==> src/rtl/sum_every_n.sv <==
// Multi-channel grouped-sum accumulator.
// Each channel sums samples into groups of a runtime length.
module sum_every_n #(
  parameter int IW     = 8,
  parameter int NMAX   = 8,
  parameter int CH     = 4,
  parameter bit SIGNED = 1'b0,
  localparam int OW    = IW + $clog2(NMAX),
  localparam int CW    = (CH > 1) ? $clog2(CH) : 1,
  localparam int NW    = $clog2(NMAX + 1)
) (
  input  logic          clk,
  input  logic          rst,
  input  logic          i_dval,
  input  logic [IW-1:0] i,
  input  logic [CW-1:0] i_ch,
  input  logic          i_last,
  input  logic [NW-1:0] cfg_n,
  output logic          o_dval,
  output logic [OW-1:0] o,
  output logic [CW-1:0] o_ch,
  output logic [NW-1:0] o_cnt,
  output logic [CH-1:0] o_busy
);

  localparam logic [NW-1:0] NMAXW = NW'(NMAX);

  logic [NW-1:0] r_cnt [CH];
  logic [OW-1:0] r_acc [CH];
  logic [NW-1:0] r_len [CH];

  logic          r_dval;
  logic [OW-1:0] r_o;
  logic [CW-1:0] r_ch;
  logic [NW-1:0] r_ocnt;

  logic          w_hit;
  logic [CW-1:0] w_c;
  logic          w_first;
  logic [NW-1:0] w_cfg;
  logic [NW-1:0] w_len;
  logic [NW-1:0] w_cnt1;
  logic [OW-1:0] w_ext;
  logic [OW-1:0] w_sum;
  logic          w_close;

  assign w_hit = i_dval && (int'(i_ch) < CH);
  // Dropped samples still index channel 0, but w_hit gates every write.
  assign w_c   = w_hit ? i_ch : '0;

  assign w_first = (r_cnt[w_c] == '0);
  assign w_cfg   = (cfg_n == '0 || cfg_n > NMAXW) ? NMAXW : cfg_n;
  assign w_len   = w_first ? w_cfg : r_len[w_c];
  assign w_cnt1  = r_cnt[w_c] + NW'(1);

  assign w_ext = SIGNED ? {{(OW-IW){i[IW-1]}}, i}
                        : {{(OW-IW){1'b0}}, i};

  assign w_sum   = (w_first ? '0 : r_acc[w_c]) + w_ext;
  assign w_close = (w_cnt1 == w_len) || i_last;

  always_ff @(posedge clk or negedge rst) begin
    if (!rst) begin
      r_dval <= 1'b0;
      r_o    <= '0;
      r_ch   <= '0;
      r_ocnt <= '0;
      for (int k = 0; k < CH; k++) begin
        r_cnt[k] <= '0;
        r_acc[k] <= '0;
        r_len[k] <= '0;
      end
    end else begin
      r_dval <= 1'b0;
      if (w_hit) begin
        if (w_first) begin
          r_len[w_c] <= w_cfg;
        end
        if (w_close) begin
          r_dval     <= 1'b1;
          r_o        <= w_sum;
          r_ch       <= w_c;
          r_ocnt     <= w_cnt1;
          r_cnt[w_c] <= '0;
          r_acc[w_c] <= '0;
        end else begin
          r_acc[w_c] <= w_sum;
          r_cnt[w_c] <= w_cnt1;
        end
      end
    end
  end

  always_comb begin
    o_busy = '0;
    for (int k = 0; k < CH; k++) begin
      o_busy[k] = (r_cnt[k] != '0);
    end
  end

  assign o_dval = r_dval;
  assign o      = r_o;
  assign o_ch   = r_ch;
  assign o_cnt  = r_ocnt;

endmodule

==> config.mk <==
export PLATFORM = sky130hd
export DESIGN_NAME = sum_every_n
export DESIGN_NICKNAME = d
export VERILOG_FILES = /design/src/rtl/sum_every_n.sv
export SDC_FILE = /design/constraint.sdc
export NUM_CORES = 1
export LEC_CHECK = 0
export CAP_MARGIN = 20
export CELL_PAD_IN_SITES_DETAIL_PLACEMENT = 1
export CELL_PAD_IN_SITES_GLOBAL_PLACEMENT = 1
export CORE_ASPECT_RATIO = 1.4
export CORE_MARGIN = 2
export CORE_UTILIZATION = 40
export CTS_CLUSTER_DIAMETER = 30
export DETAILED_ROUTE_END_ITERATION = 8
export PLACE_DENSITY_LB_ADDON = 0.1
export SLEW_MARGIN = 20
export SYNTH_ARGS = -nofsm -noshare
export SYNTH_HDL_FRONTEND = slang
export SYNTH_SLANG_ARGS = --single-unit
==> constraint.sdc <==
create_clock -name clk -period 4.14 [get_ports clk]
set_input_delay 0.414 -clock clk [delete_from_list [all_inputs] [get_ports clk]]
set_output_delay 0.414 -clock clk [all_outputs]
set_load 0.02 [all_outputs]
* Yosys cells after proc, flatten, opt, wreduce, memory -nomap -nowiden
Cells that the tools add are included.
W data, S select, Z words.
** Operators by class
- $lt $le $gt $ge :: 3
- Mux-type cells :: 24
- Reductions and logical operators :: 11
- Bitwise gates (word level) :: 5
- Equality and inequality tests :: 1
- Add/sub/neg operators :: 2
** Operators with widths (number)
- $and A44 B44 Y44 :: 1
- $bwmux W44 :: 1
- $mux W11 :: 4
- $mux W44 :: 1
- $not A44 Y44 :: 1
- $bwmux W16 :: 2
- $mux W4 :: 7
- $bmux W11 S2 :: 1
- $demux W11 S2 :: 1
- $and A16 B16 Y16 :: 1
- $bmux W4 S2 :: 2
- $mux W16 :: 1
- $not A16 Y16 :: 1
- $reduce_bool A4 Y1 :: 4
- $add A11 B8 Y11 :: 1
- $demux W4 S2 :: 1
- $logic_not A4 Y1 :: 2
- $add A4 B1 Y4 const B :: 1
- $eq A4 B4 Y1 :: 1
- $gt A4 B4 Y1 const B :: 1
- $reduce_and A2 Y1 :: 2
- $ge A3 B3 Y1 const B :: 1
- $lt A3 B1 Y1 const B :: 1
- $not A2 Y3 :: 1
- other kinds (4) :: 6
** Storage, ports and cells
- Word-level logic and storage cells :: 62
- Register bits after elaboration :: 94
- Bits of input ports :: 18
- Output and inout bits :: 22

* Longest topological paths before layout
- Depth after elaboration :: 11
- Gate-level depth with buffers :: 22

* Worst setup path after synthesis
No wires, ideal clock.
- Kind :: input-to-reg
- Start point :: input i_ch[1]
- End point :: register r_o[8] (netlist: o[8])
- Cell stages on the path :: 22
- Required time :: 4071 ps
- Path buffers :: 4
- Data arrival time :: 4518 ps
- Setup slack :: -447 ps
- Library setup time :: 69 ps
- Path through :: buf_4 > buf_8 > nand2_2 > o22ai_1 > a221o_1 > buf_4 > ha_1 > a21boi_1 > nand2_4 > nor2_8 > clkbuf_1 > a21oi_1 > ha_1 > fa_1 > a21oi_1 > o21ai_0 > or3b_2 > nand2_1 > xor2_1 > nand2_1 > or4_1 > nand3_1
** RTL lines
- start, declared :: RTL line 16 : input logic [CW-1:0] i_ch,
- $mux W2 :: RTL line 49 : assign w_c = w_hit ? i_ch : '0;
- $not A2 Y3 (implied by the code) :: RTL line 54 : assign w_cnt1 = r_cnt[w_c] + NW'(1);
- $bmux W4 S2 :: RTL line 54
- $mux W4 (implied by the code) (2 in series) :: RTL line 54
- $add A4 B1 Y4 :: RTL line 54
- net w_cnt1[0] :: RTL line 42 : logic [NW-1:0] w_cnt1;
- $eq A4 B4 Y1 :: RTL line 60 : assign w_close = (w_cnt1 == w_len) || i_last;
- $logic_or A1 B1 Y1 :: RTL line 60
- $reduce_and A2 Y1 (no line)
- end signal, assigned :: RTL line 81 : r_o <= w_sum;
- end, declared :: RTL line 33 : logic [OW-1:0] r_o;
The timed path passes the listed nets, and every way through them passes these cells. The select of a mux whose other input is x is not followed.
A chain may end at the register's enable or synchronous reset.

* Worst setup path in the final report
- Start point :: input i_ch[0]
- End point :: register r_o[10] (netlist: o[10])
** On the way
- Word-level cells in the longest chain between the ends :: 10
** Ends and longest elaborated chain (RTL line)
- $mux W2 (*) :: 49
- $not A2 Y3 (implied by the code) (*)
- branches (longest 8 deep; another with $add A11 B8 Y11)
Mark *: on every way between the ends. The select of a mux whose other input is x is not followed.

==> results.md <==
- Run status: finished, final reports clean
- Seq cells post-synth: 94
- H-tree depth: 3
- Net Sw Frac: 0.400
- Seq pwr share: 0.338
- Largest family of logic cells by synthesized area: compound AO/OA/AOI/OAI gates
- Lkg Pwr: 2.80 nW
- First-pass GRT wire length: 28.9 mm
- HP Class: input port to asynchronous set/reset pin
- Skew final: 0.00946 ns
- Leading cell types in the layout, fill and taps excluded: dfrtp_1, buf_4, a32o_1
- WL/cell: 23.9 um
- Worst r2r src: r_cnt[12]
- Vias/cell: 6.31
- Fin. Hold Viols: 0
- Top-area cell type share of the netlist area: 0.442
- Placed Cells: 764
- Setup CP Type: input port to flop
- Core area: 0.0129 sq mm
- Clock buffer depth: 2
- Chip Width: 102 um
- Non-filler cells, final: 784
- Flop-to-flop setup slack: 0.34 ns
- Sw Pwr: 1.65 mW
- CTS tree: built
- 1st-iter DRT viols: 382
- Post-Syn Nets: 544
- # rows: 49
- Root buffer cell: clkbuf_16
- CP startpoint kind: input port
- Final worst-path cycle share: 0.942
- Clk Latency, worst-skew pair: 0.35 ns
- Minimum clock period: 3.90 ns
- Grt ovf: 0
- Max Clock Freq: 256 MHz
- I/O Pins: 40
- Setup TNS: 0 ns
- Drt drc: 0
- Seq/Total Area, Yosys: 0.442
- WP data required: 4.36 ns
- Overall routing resource usage: 0.267
- Setup crit end kind: flop
- Pin count of the biggest net entering global routing: 77
- Overall die area: 0.0143 sq mm
- Vert. Die Dim: 141 um
- Hold_buf cts: 0
- Worst Reg2Reg Path Length in Cells: 17
- Mapped Area: 0.00533 sq mm
- Max_cap viols: 0
- Combinational power share: 0.458
- Async set-or-reset flop fraction in the synthesized netlist: 1.00
- Peak supply drop: 0.297 mV
- P_int: 2.48 mW
- Initial antenna violation count: 0
- Peak fanout along the critical path: 15
- Dpl hpwl: 13.0 mm
- Layout Nets: 630
- Syn-to-layout area delta: 26.5%
- Power Dens Cells: 614 mW/mm^2
- Yosys warns: 0
- Slew at the pin with the worst max-slew slack: 1.11 ns
- 1st-pass router iterations: 8
- Post-synthesis compound-gate area fraction: 0.283
- Xor and xnor area share after synthesis: 0.0211
- Distinct cells, synth: 66
- GPL Wtd Cong: 0.871
- Crit path launch: i_ch[0]
- Initial Util: 0.412
- Synth Area in Adders: 0.0273
- N_diodes: 0
- Area leader, netlist: dfrtp_1
- Setup violators final: 0
- Simple-Gate Fraction of Synth Area: 0.137
- Top_reg_cell synth: dfrtp_1
- Post-route cell area: 0.00674 sq mm
- Mapped Cells: 515
- Mux cell area share after synthesis: 0.0362
- Clock-pin slew on the worst setup and hold paths: 0.08 ns
- Largest cells by area after synthesis: dfrtp_1, a32o_1, o21ai_0
- I/O Buffers: 39
- Post-synth EDFFs: 0
- Layout cells sized above 1: 0.224
- Vias: 4946
- Max-slew violation count: 0
- Arr. time, crit path: 4.12 ns
- Final WL: 18.7 mm
- Cts bufs inserted: 9
- Cell Area, Placed: 0.00631 sq mm
- Commonest non-fill, non-tap cell in the layout: dfrtp_1
- RR Endpoint: o[10]
- Clk pwr share: 0.204
- Vias in the first global route: 5135
- Total clock sinks: 94
- Detail Route Antenna Nets: 0
- RSZ-0062 raised after global routing: no
- Relative slew slack: 0.259
- Syn avg cell area: 10.3 sq um
[kinds of logic (layout without fill, tap and decap cells)]
| logic type | after synthesis | count (layout) |
|---|---|---|
| multiplexers | 17 | 17 |
| adder cells (fa/ha/maj) | 11 | 11 |
| buffers and inverters | 53 | 144 |
| XOR/XNOR | 12 | 12 |
| flip-flops | 94 | 94 |
| AND/OR/NAND/NOR | 138 | 138 |
| AO/OA/AOI/OAI | 190 | 190 |
[layer usage]
layer | wire length, um | vias to the layer above | global-route usage
met5 | 0 | - | 0
met4 | 587 | 0 | 0.0974
met3 | 669 | 36 | 0.0369
met2 | 9740 | 147 | 0.461
met1 | 7750 | 2581 | 0.334
li1 | - | 2182 | -
[repair_timing]
item	in CTS	in global routing
pin swaps	1	15
setup endpoints to repair	6	9
resized for setup	6	14
setup buffers	0	4
[power groups by stage]
| stage | Sequential, mW | Combinational [mW] | Clock, mW |
|---|---|---|---|
| 2_1_floorplan | 1.43 | 1.03 | 0 |
| 3_5_place_dp | 1.41 | 1.84 | 0 |
| 6_report | 1.40 | 1.89 | 0.842 |
| 5_1_grt | 1.43 | 2.03 | 0.895 |
| 3_3_place_gp | 1.39 | 1.80 | 0 |
| 4_1_cts | 1.39 | 1.86 | 0.858 |
[how the worst max path moves through the flow]
stage	end	cells past startpoint
after floorplan	o[8]	22
after global placement	o[10]	18
after detailed placement	o[10]	18
after CTS	o[10]	19
after global routing	o[10]	16
final	o[10]	16
[worst max-delay path: stages]
cell and delay (ns):
clkdlybuf4s50_1 0.49, buf_4 0.22, o21ai_1 0.22, buf_4 0.24, a22oi_1 0.28, a21oi_2 0.11
ha_2 0.23, fa_2 0.43, a21oi_4 0.15, o21ai_2 0.08, or3b_4 0.41, nand4_1 0.15
xnor2_1 0.15, nor2_2 0.09, a222oi_1 0.31, o211ai_1 0.14
[cells in the mapped netlist (10+ instances only)]
cell type	count
a22oi_1	17
a222oi_1	13
ha_1	10
o211ai_1	10
nand3b_1	12
nor2_1	38
nand2_1	28
nor2b_1	19
a22o_1	17
a32o_1	44
clkbuf_1	27
a21oi_1	16
o21ai_0	31
o22ai_1	10
dfrtp_1	94
[layout make-up]
class | instances | area [sq um]
clock buffer | 9 | 225
clock inverter | 7 | 75.1
fill | 1410 | 6200
inverter | 11 | 41.3
multi-input combinational | 368 | 2800
sequential | 94 | 2350
tap | 178 | 223
timing repair buffer | 117 | 1020
[metrics by stage]
stage,total power [mW],util,worst slack [ns],hold slack (ns)
after floorplan,2.46,-,0.0155,0.118
after global placement,3.19,0.488,-0.378,0.466
after detailed placement,3.25,0.488,-0.459,0.471
after CTS,4.11,0.513,0.0170,0.275
after global routing,4.35,0.521,0.0807,0.155
final,4.13,0.521,0.239,0.0889
[registers in the layout, indices dropped and copies added (netlist names)]
| name | cells |
|---|---|
| r_cnt | 16 |
| o_ch | 2 |
| o | 11 |
| o_cnt | 4 |
| r_len | 16 |
| r_acc | 44 |
| o_dval | 1 |
Note: power is estimated with default switching activity, not from simulation.
